### config.mk
export PLATFORM = sky130hd
export DESIGN_NAME = min_sec_timer_core
export DESIGN_NICKNAME = d
export VERILOG_FILES = /design/src/rtl/min_sec_timer_core.sv
export SDC_FILE = /design/constraint.sdc
export NUM_CORES = 1
export LEC_CHECK = 0
export CAP_MARGIN = 20
export CORE_ASPECT_RATIO = 1.5
export CORE_MARGIN = 2
export CORE_UTILIZATION = 30
export DETAILED_ROUTE_END_ITERATION = 8
export SYNTH_ARGS = -nofsm -noshare
export SYNTH_HDL_FRONTEND = slang
export SYNTH_SLANG_ARGS = --single-unit
### constraint.sdc
create_clock -name clk -period 2.6 [get_ports clk]
set_input_delay 0.39 -clock clk [delete_from_list [all_inputs] [get_ports clk]]
set_output_delay 0.39 -clock clk [all_outputs]
set_load 0.01 [all_outputs]
### src/rtl/min_sec_timer_core.sv
// Min:sec BCD timer core: 1 Hz prescaler, up/down count, run/pause/clear control.
// Build option SATURATE_UP_EN: up counting stops at 99:59 and enters DONE.
module min_sec_timer_core #(
  parameter int TICK_DIV = 100_000_000
) (
  input  logic       clk,
  input  logic       rst,
  input  logic       run_toggle,
  input  logic       clear,
  input  logic       count_down,
  input  logic [7:0] preset_min,
  input  logic [7:0] preset_sec,
  output logic [7:0] min_bcd,
  output logic [7:0] sec_bcd,
  output logic       running,
  output logic       done,
  output logic       tick_1hz,
  output logic       blink
);

  localparam int PW = (TICK_DIV > 1) ? $clog2(TICK_DIV) : 1;
  localparam logic [PW-1:0] PRESC_LAST = PW'(TICK_DIV - 1);
  localparam logic [PW-1:0] PRESC_HALF = PW'(TICK_DIV / 2);

  typedef enum logic [1:0] {
    ST_IDLE  = 2'd0,
    ST_RUN   = 2'd1,
    ST_PAUSE = 2'd2,
    ST_DONE  = 2'd3
  } state_e;

  state_e        state_r;
  logic [PW-1:0] presc_r;
  logic [7:0]    min_r;
  logic [7:0]    sec_r;
  logic          done_r;

  logic [4:0] su_s, st_s, mu_s;
  logic [4:0] du_s, dt_s, dmu_s;
  logic [7:0] up_min_s, up_sec_s, dn_min_s, dn_sec_s;
  logic [7:0] step_min_s, step_sec_s;
  logic       step_done_s;
  logic       up_stop_s;
  logic       tick_s;
  logic       at_zero_s;

  // Returns {carry, digit}: digit+1, wrapping to 0 past top.
  function automatic logic [4:0] digit_inc(input logic [3:0] d, input logic [3:0] top);
    return (d >= top) ? {1'b1, 4'd0} : {1'b0, d + 4'd1};
  endfunction

  function automatic logic [3:0] digit_inc_nc(input logic [3:0] d, input logic [3:0] top);
    return (d >= top) ? 4'd0 : d + 4'd1;
  endfunction

  // Returns {borrow, digit}: digit-1, wrapping to top below 0.
  function automatic logic [4:0] digit_dec(input logic [3:0] d, input logic [3:0] top);
    return (d == 4'd0) ? {1'b1, top} : {1'b0, d - 4'd1};
  endfunction

  function automatic logic [3:0] digit_dec_nb(input logic [3:0] d, input logic [3:0] top);
    return (d == 4'd0) ? top : d - 4'd1;
  endfunction

  function automatic logic [3:0] clamp_digit(input logic [3:0] d);
    return (d > 4'd9) ? 4'd9 : d;
  endfunction

  function automatic logic [7:0] sanitize_min(input logic [7:0] m);
    return {clamp_digit(m[7:4]), clamp_digit(m[3:0])};
  endfunction

  function automatic logic [7:0] sanitize_sec(input logic [7:0] s);
    logic [7:0] c;
    c = {clamp_digit(s[7:4]), clamp_digit(s[3:0])};
    return (c[7:4] > 4'd5) ? 8'h59 : c;
  endfunction

`ifdef SATURATE_UP_EN
  assign up_stop_s = (min_r == 8'h99) && (sec_r == 8'h59);
`else
  assign up_stop_s = 1'b0;
`endif

  assign tick_s    = (state_r == ST_RUN) && (presc_r == PRESC_LAST);
  assign at_zero_s = (min_r == 8'h00) && (sec_r == 8'h00);

  // Next BCD value for one count step, digit by digit with carry/borrow
  always_comb begin
    step_min_s  = min_r;
    step_sec_s  = sec_r;
    step_done_s = 1'b0;
    su_s  = digit_inc(sec_r[3:0], 4'd9);
    st_s  = su_s[4] ? digit_inc(sec_r[7:4], 4'd5) : {1'b0, sec_r[7:4]};
    mu_s  = st_s[4] ? digit_inc(min_r[3:0], 4'd9) : {1'b0, min_r[3:0]};
    up_sec_s = {st_s[3:0], su_s[3:0]};
    up_min_s = {mu_s[4] ? digit_inc_nc(min_r[7:4], 4'd9) : min_r[7:4], mu_s[3:0]};
    du_s  = digit_dec(sec_r[3:0], 4'd9);
    dt_s  = du_s[4] ? digit_dec(sec_r[7:4], 4'd5) : {1'b0, sec_r[7:4]};
    dmu_s = dt_s[4] ? digit_dec(min_r[3:0], 4'd9) : {1'b0, min_r[3:0]};
    dn_sec_s = {dt_s[3:0], du_s[3:0]};
    dn_min_s = {dmu_s[4] ? digit_dec_nb(min_r[7:4], 4'd9) : min_r[7:4], dmu_s[3:0]};
    if (count_down) begin
      step_min_s  = dn_min_s;
      step_sec_s  = dn_sec_s;
      step_done_s = (dn_min_s == 8'h00) && (dn_sec_s == 8'h00);
    end else if (up_stop_s) begin
      step_min_s  = min_r;
      step_sec_s  = sec_r;
      step_done_s = 1'b1;
    end else begin
      step_min_s  = up_min_s;
      step_sec_s  = up_sec_s;
      step_done_s = 1'b0;
    end
  end

  // Control FSM, prescaler, stored BCD value and done pulse
  always_ff @(posedge clk or negedge rst) begin
    if (!rst) begin
      state_r <= ST_IDLE;
      presc_r <= '0;
      min_r   <= 8'h00;
      sec_r   <= 8'h00;
      done_r  <= 1'b0;
    end else begin
      done_r <= 1'b0;
      if (clear) begin
        state_r <= ST_IDLE;
        presc_r <= '0;
        min_r   <= count_down ? sanitize_min(preset_min) : 8'h00;
        sec_r   <= count_down ? sanitize_sec(preset_sec) : 8'h00;
      end else begin
        case (state_r)
          ST_IDLE: begin
            // Nothing to count down from 00:00, so a start request is refused
            if (run_toggle && !(count_down && at_zero_s)) begin
              state_r <= ST_RUN;
            end else begin
              state_r <= ST_IDLE;
            end
          end
          ST_RUN: begin
            if (tick_s) begin
              presc_r <= '0;
              min_r   <= step_min_s;
              sec_r   <= step_sec_s;
              if (step_done_s) begin
                state_r <= ST_DONE;
                done_r  <= 1'b1;
              end else if (run_toggle) begin
                state_r <= ST_PAUSE;
              end else begin
                state_r <= ST_RUN;
              end
            end else begin
              presc_r <= presc_r + PW'(1);
              state_r <= run_toggle ? ST_PAUSE : ST_RUN;
            end
          end
          ST_PAUSE: state_r <= run_toggle ? ST_RUN : ST_PAUSE;
          ST_DONE:  state_r <= ST_DONE;
          default:  state_r <= ST_IDLE;
        endcase
      end
    end
  end

  assign min_bcd  = min_r;
  assign sec_bcd  = sec_r;
  assign running  = (state_r == ST_RUN);
  assign done     = done_r;
  assign tick_1hz = tick_s;
  assign blink    = (state_r != ST_RUN) || (presc_r < PRESC_HALF);

endmodule

==> results.yml, run 1 <==
outcome:
  outcome: "finished, final reports clean"
global_routing:
  grt_max_degree: 32
  grt_usage_pct: 17.14
  grt_pass1_wl_um: 16780
  antenna_found_initial: 0
  overflow: 0
  grt_pass1_vias: 3467
clock_network:
  cts_tree: "built"
  cts.sinks: 46
  clock_latency_ns: 0.29
  path_clk_slew_ns: 0.06
  cts_buffers: 5
  cts-htree-levels: 2
  cts_buffer_depth: 2
  root_buffer: "clkbuf_16"
detailed_routing:
  drtIter0Drc: 217
  wl_per_cell_um: 16.13
  wl_met1_um: 3877
  vias: 3407
  viasPerCell: 5.391
  ant_nets: 0
  dr_wl_met2_um: 5513
  highest_layer: "met4"
  drt_pass1_iterations: 4
  postRouteWirelength_um: 10200
  drcViolationCount: 0
  dr_wl_met3_um: 395
setup_path:
  rrSetupSlack_ns: 0.18
  crit_slowest_cell: "clkdlybuf4s50_1"
  path_cells: "nor4_4 > buf_4 > nand3_1 > nor2_1 > nand2_1 > inv_1 > clkdlybuf4s50_1"
  critical_path_buf_inv_count: 3
  worstSetupPathType: "flip-flop to primary output"
  worstSetupEndpointType: "primary output"
  worstSetupStartpointType: "flip-flop"
  max_stage_delay_ns: 0.54
  critPathRequiredTime_ns: 2.21
  crit_path_max_fanout: 4
  arrival_ns: 2.10
  crit_family: "buffers and inverters"
floorplan:
  start_util_pct: 30.62
  die_w_um: 90.28
  num_io_pins: 41
  rows: 47
  die_area_sq_um: 12040
  dieHeight_um: 133.4
  core_area_sq_um: 10940
synthesis:
  async_reset_ff_share_pct: 100.0
  synth_nets: 443
  postSynthCellCount: 409
  synth_largest_area_cell: "dfrtp_1"
  yosysWarnings: 0
  ys_seq_elements: 46
  ys_seq_area_share_pct: 34.37
  syn_area_sq_um: 3349
  synth_top_cell_area_share_pct: 34.37
  synth_edf_count: 0
  avgSynthCellArea_sq_um: 8.189
  synth_most_common_cell: "nor2_1"
  synthTopCellsByArea: "dfrtp_1 34%, nor2_1 5.7%, ha_1 4.9%"
  yosys-top-cells-count: "51 x nor2_1, 46 x dfrtp_1, 32 x o21ai_0, 28 x nand2_1, 22 x nand3_1"
  ys_types: 62
  synth_ff_type: "dfrtp_1"
place:
  numPortBuffers: 40
  dp.cells: 619
  dpl_cell_area_sq_um: 4169
  dp_hpwl_um: 7784
  gp_congestion: 0.9416
cells_and_area:
  nets: 519
  num_antenna_cells: 0
  fin_cells: 632
  syn_to_final_growth_pct: 31.57
  final_core_util_pct: 40.29
  fin_area_sq_um: 4407
  drive_above_1_share_pct: 15.05
power:
  ir_worst_vdd_mv: 0.2881
  p_leak_nw: 1.868
  p_total_w: 0.002071
  powerDensity_nw_per_um2: 469.9
timing:
  period_needed_ns: 2.488
  setup_viol: 0
  finalHoldViolCount: 0
  finalClockSkew_ns: 0.007419
  finalCritPeriodShare_pct: 95.69
  relSlewSlack_pct: 61.02
  slew_viol_final: 0
  max_freq_ghz: 0.4020
  worst_slew_pin_slew_ns: 0.5846
hold_path:
  min_path_type: "input port to asynchronous set/reset pin"
job:
  drv_cap: 0
==> power breakdown <==
| group | switching, W | internal (W) |
|---|---|---|
| clock | 0.000261 | 0.000352 |
| combinational | 0.000360 | 0.000304 |
| sequential | 0.0000419 | 0.000752 |
| total | 0.000662 | 0.00141 |
==> worst reg2reg max path, cell delays in order, from the launching register on <==
cell,delay (ns)
dfrtp_1,0.35
inv_1,0.06
ha_1,0.22
or3b_1,0.25
nor3_4,0.07
buf_4,0.14
buf_4,0.13
or3_1,0.32
a2111oi_2,0.35
nand4_1,0.22
a31oi_1,0.24
==> kinds of logic after synthesis <==
group                    after synthesis  synth area share (%)
XOR/XNOR                              24                 6.276
flip-flops                            46                 34.37
multiplexers                           3                0.9712
AO/OA/AOI/OAI                        102                 19.65
adder cells (fa/ha/maj)               13                 4.856
buffers and inverters                 36                 4.333
AND/OR/NAND/NOR                      185                 29.55
==> worst paths after layout <==
check | from | end | depth (start not counted)
max | presc_r[9] | tick_1hz | 7
max reg2reg | sec_bcd[0] | state_r[0] | 10
min reg2reg | presc_r[23] | presc_r[23] | 2
min in group clk | presc_r[23] | presc_r[23] | 2
min | rst | presc_r[7] | 1
max in group asynchronous | rst | presc_r[20] | 2
==> flip-flops by register name (all words and copies together), names as in the netlist <==
| register | cells |
|---|---|
| min_bcd | 8 |
| state_r | 2 |
| done | 1 |
| sec_bcd | 8 |
| presc_r | 27 |
==> metal layers <==
layer | global-route usage [%] | up-vias
met5 | 0 | -
met4 | 8.120 | 0
met3 | 3.167 | 26
met2 | 31.91 | 87
met1 | 18.56 | 1658
li1 | - | 1636
==> area by class of cell <==
cell class                      instances  area [sq um]
Clock buffer                            7         132.6
Timing Repair Buffer                   86         743.2
Tap cell                              147         183.9
Fill cell                            1151          6531
Multi-Input combinational cell        327          2123
Sequential cell                        46          1152
Inverter                               19         71.32
==> metrics by stage <==
step	setup TNS (ns)	setup slack, ns	hold slack, ns
after global routing	-0.002719	-0.002719	0.03052
after CTS	0	0.007124	0.01522
after floorplan	0	0.1936	0.09441
after global placement	0	0.2255	0.3205
final	0	0.1121	0.009567
after detailed placement	0	0.1809	0.3236
==> cells in the final DEF (no fill, tap or decap), types with 4 or more instances in the layout <==
master and n:
a21o_1 5, a21oi_1 20, a221oi_1 5, a22o_1 4, a31oi_1 4, and2_1 4, and3_1 7, buf_4 46
clkbuf_16 5, clkdlybuf4s50_1 38, dfrtp_1 45, ha_1 13, inv_1 18, nand2_1 28, nand2b_1 7, nand3_1 21
nand4_1 11, nor2_1 51, nor2b_1 4, nor3_1 11, nor4_1 4, o21ai_0 32, or3_1 10, xnor2_1 6
xor2_1 18
==> repair_timing <==
item,in CTS,in global routing
setup endpoints to repair,2,5
resized for setup,1,12
buffers inserted,0,6
hold buffers,0,0
pin swaps,1,3
(Power assumes the default switching activity.)
==> run 2, diff against run 1 <==
CAP_MARGIN = default   (was 20)
==> results of run 2 <==
No change in the layout: final DEF, timing and power equal those of run 1.
==> run 3, diff against run 2 <==
SETUP_SLACK_MARGIN = 0.3   (was default)
==> results.yml, run 3 (synthesis results as in run 1) <==
outcome:
  outcome: "finished, final reports clean"
cells_and_area:
  largest_reg_flops: 27
  layout_common_cells: "51 x buf_4, 50 x nor2_1, 39 x dfrtp_1"
  syn_to_final_growth_pct: 35.15
  num_antenna_cells: 0
  multi_input_comb_area_sq_um: 2175
  largest_register: "presc_r"
  nets: 524
  final_core_util_pct: 41.39
  fill_cells: 1144
  register_area_sq_um: 1160
  final_common_cell: "buf_4"
  drive_above_1_share_pct: 20.57
floorplan:
  rows: 47
  start_util_pct: 30.62
  die_area_sq_um: 12040
  die_w_um: 90.28
  core_area_sq_um: 10940
  num_io_pins: 41
  dieHeight_um: 133.4
global_routing:
  grt_usage_pct: 17.44
  grt_max_degree: 30
  grt_pass1_vias: 3413
  overflow: 0
  grt_pass1_wl_um: 17020
  antenna_found_initial: 0
clock_network:
  cts_buffers: 5
  path_clk_slew_ns: 0.07
  cts_buffer_depth: 2
  cts.sinks: 46
  cts-htree-levels: 2
  clock_latency_ns: 0.28
  root_buffer: "clkbuf_16"
  cts_tree: "built"
  holdBufCountCts: 0
setup_path:
  critical_path_buf_inv_count: 2
  crit_family: "simple AND/OR/NAND/NOR gates"
  crit_path_max_fanout: 5
  worstSetupStartpointType: "flip-flop"
  worstRegToRegCells: 9
  arrival_ns: 2.50
  crit_slowest_cell: "dfrtp_2"
  worstSetupEndpointType: "flip-flop"
  max_stage_delay_ns: 0.37
  critPathRequiredTime_ns: 2.80
  path_cells: "inv_2 > ha_4 > or3b_4 > nor3_4 > buf_4 > or3_4 > a2111oi_4 > nand4_1 > a31oi_1"
  worstSetupPathType: "flip-flop to flip-flop"
  worst-path-stages: 9
power:
  p_leak_nw: 1.888
  powerDensity_nw_per_um2: 496.9
  ir_worst_vdd_mv: 0.3029
detailed_routing:
  wl_per_cell_um: 16.45
  drcViolationCount: 0
  ant_nets: 0
  viasPerCell: 5.390
  drt_pass1_iterations: 4
  drtIter0Drc: 179
  postRouteWirelength_um: 10500
  vias: 3439
timing:
  finalCritPeriodShare_pct: 88.13
  setup_viol: 0
  worst_slew_pin_slew_ns: 0.5768
  relSlewSlack_pct: 61.19
  rsz0062_at_grt: "true"
  finalClockSkew_ns: 0.003866
  finalHoldViolCount: 0
  fin_ws_ns: 0.3086
  slew_viol_final: 0
  max_freq_ghz: 0.4364
  period_needed_ns: 2.291
place:
  gp_congestion: 0.8446
  dp_hpwl_um: 7897
  dp_slack_ns: -0.01494
  numPortBuffers: 40
hold_path:
  min_path_type: "input port to asynchronous set/reset pin"
job:
  drv_cap: 0
==> run 3: per-layer routing <==
layer / GRT usage, % / vias to the layer above / routed length [um]
met4: 10.00 / 0 / 488
met5: 0 / - / 0
met3: 3.394 / 33 / 411
li1: - / 1653 / -
met1: 19.56 / 1666 / 4164
met2: 30.70 / 87 / 5431
==> run 3: metrics by stage <==
| step | setup TNS, ns | cells | total power, W | instance area (sq um) | hold WS [ns] |
|---|---|---|---|---|---|
| 6_report | 0 | 638 | 0.002249 | 4527 | 0.05715 |
| 3_5_place_dp | -0.01494 | 615 | 0.001456 | 4183 | 0.3715 |
| 3_3_place_gp | 0 | 615 | 0.001450 | 4183 | 0.3704 |
| 2_1_floorplan | 0 | 409 | 0.001174 | 3403 | 0.09441 |
| 4_1_cts | 0 | 628 | 0.002235 | 4444 | 0.06344 |
| 5_1_grt | 0 | 638 | 0.002366 | 4527 | 0.07549 |
==> run 3: layout make-up <==
cell class	instances	area share [%]
clock buffers	6	2.847
clock inverters	2	0.8292
inverters	19	1.631
multi-input cells	327	48.04
flip-flops and latches	46	25.62
well taps	147	4.063
repair buffers	91	16.97
==> run 3: worst reg2reg max path: cells and delay by family, from the launching register on <==
family	cells	cell delay, ns
and+or+nand+nor	4	0.91
AOI/OAI and AO/OA	2	0.57
DFF	1	0.37
buffers and inverters	2	0.19
adders and majority gates	1	0.17
==> run 3: worst paths after layout <==
| check | start | slack, ns | to |
|---|---|---|---|
| max | sec_bcd[0] | 0.31 | state_r[0] |
| min | rst | 0.06 | presc_r[7] |
| max reg2reg | sec_bcd[0] | 0.31 | state_r[0] |
| min reg2reg | presc_r[23] | 0.53 | presc_r[23] |
| max in group asynchronous | rst | 2.15 | min_bcd[0] |
| min in group clk | presc_r[23] | 0.53 | presc_r[23] |
==> run 3: report_power, final <==
group | switching (W) | internal [W]
combinational | 0.000381 | 0.000336
sequential | 0.0000427 | 0.000754
clock | 0.000281 | 0.000454
total | 0.000705 | 0.00154
==> run 3: timing repair <==
| item | in CTS | in global routing |
|---|---|---|
| gates resized for setup | 18 | 11 |
| pin swaps | 7 | 5 |
| setup buffers | 5 | 10 |
| setup endpoints to repair | 10 | 15 |
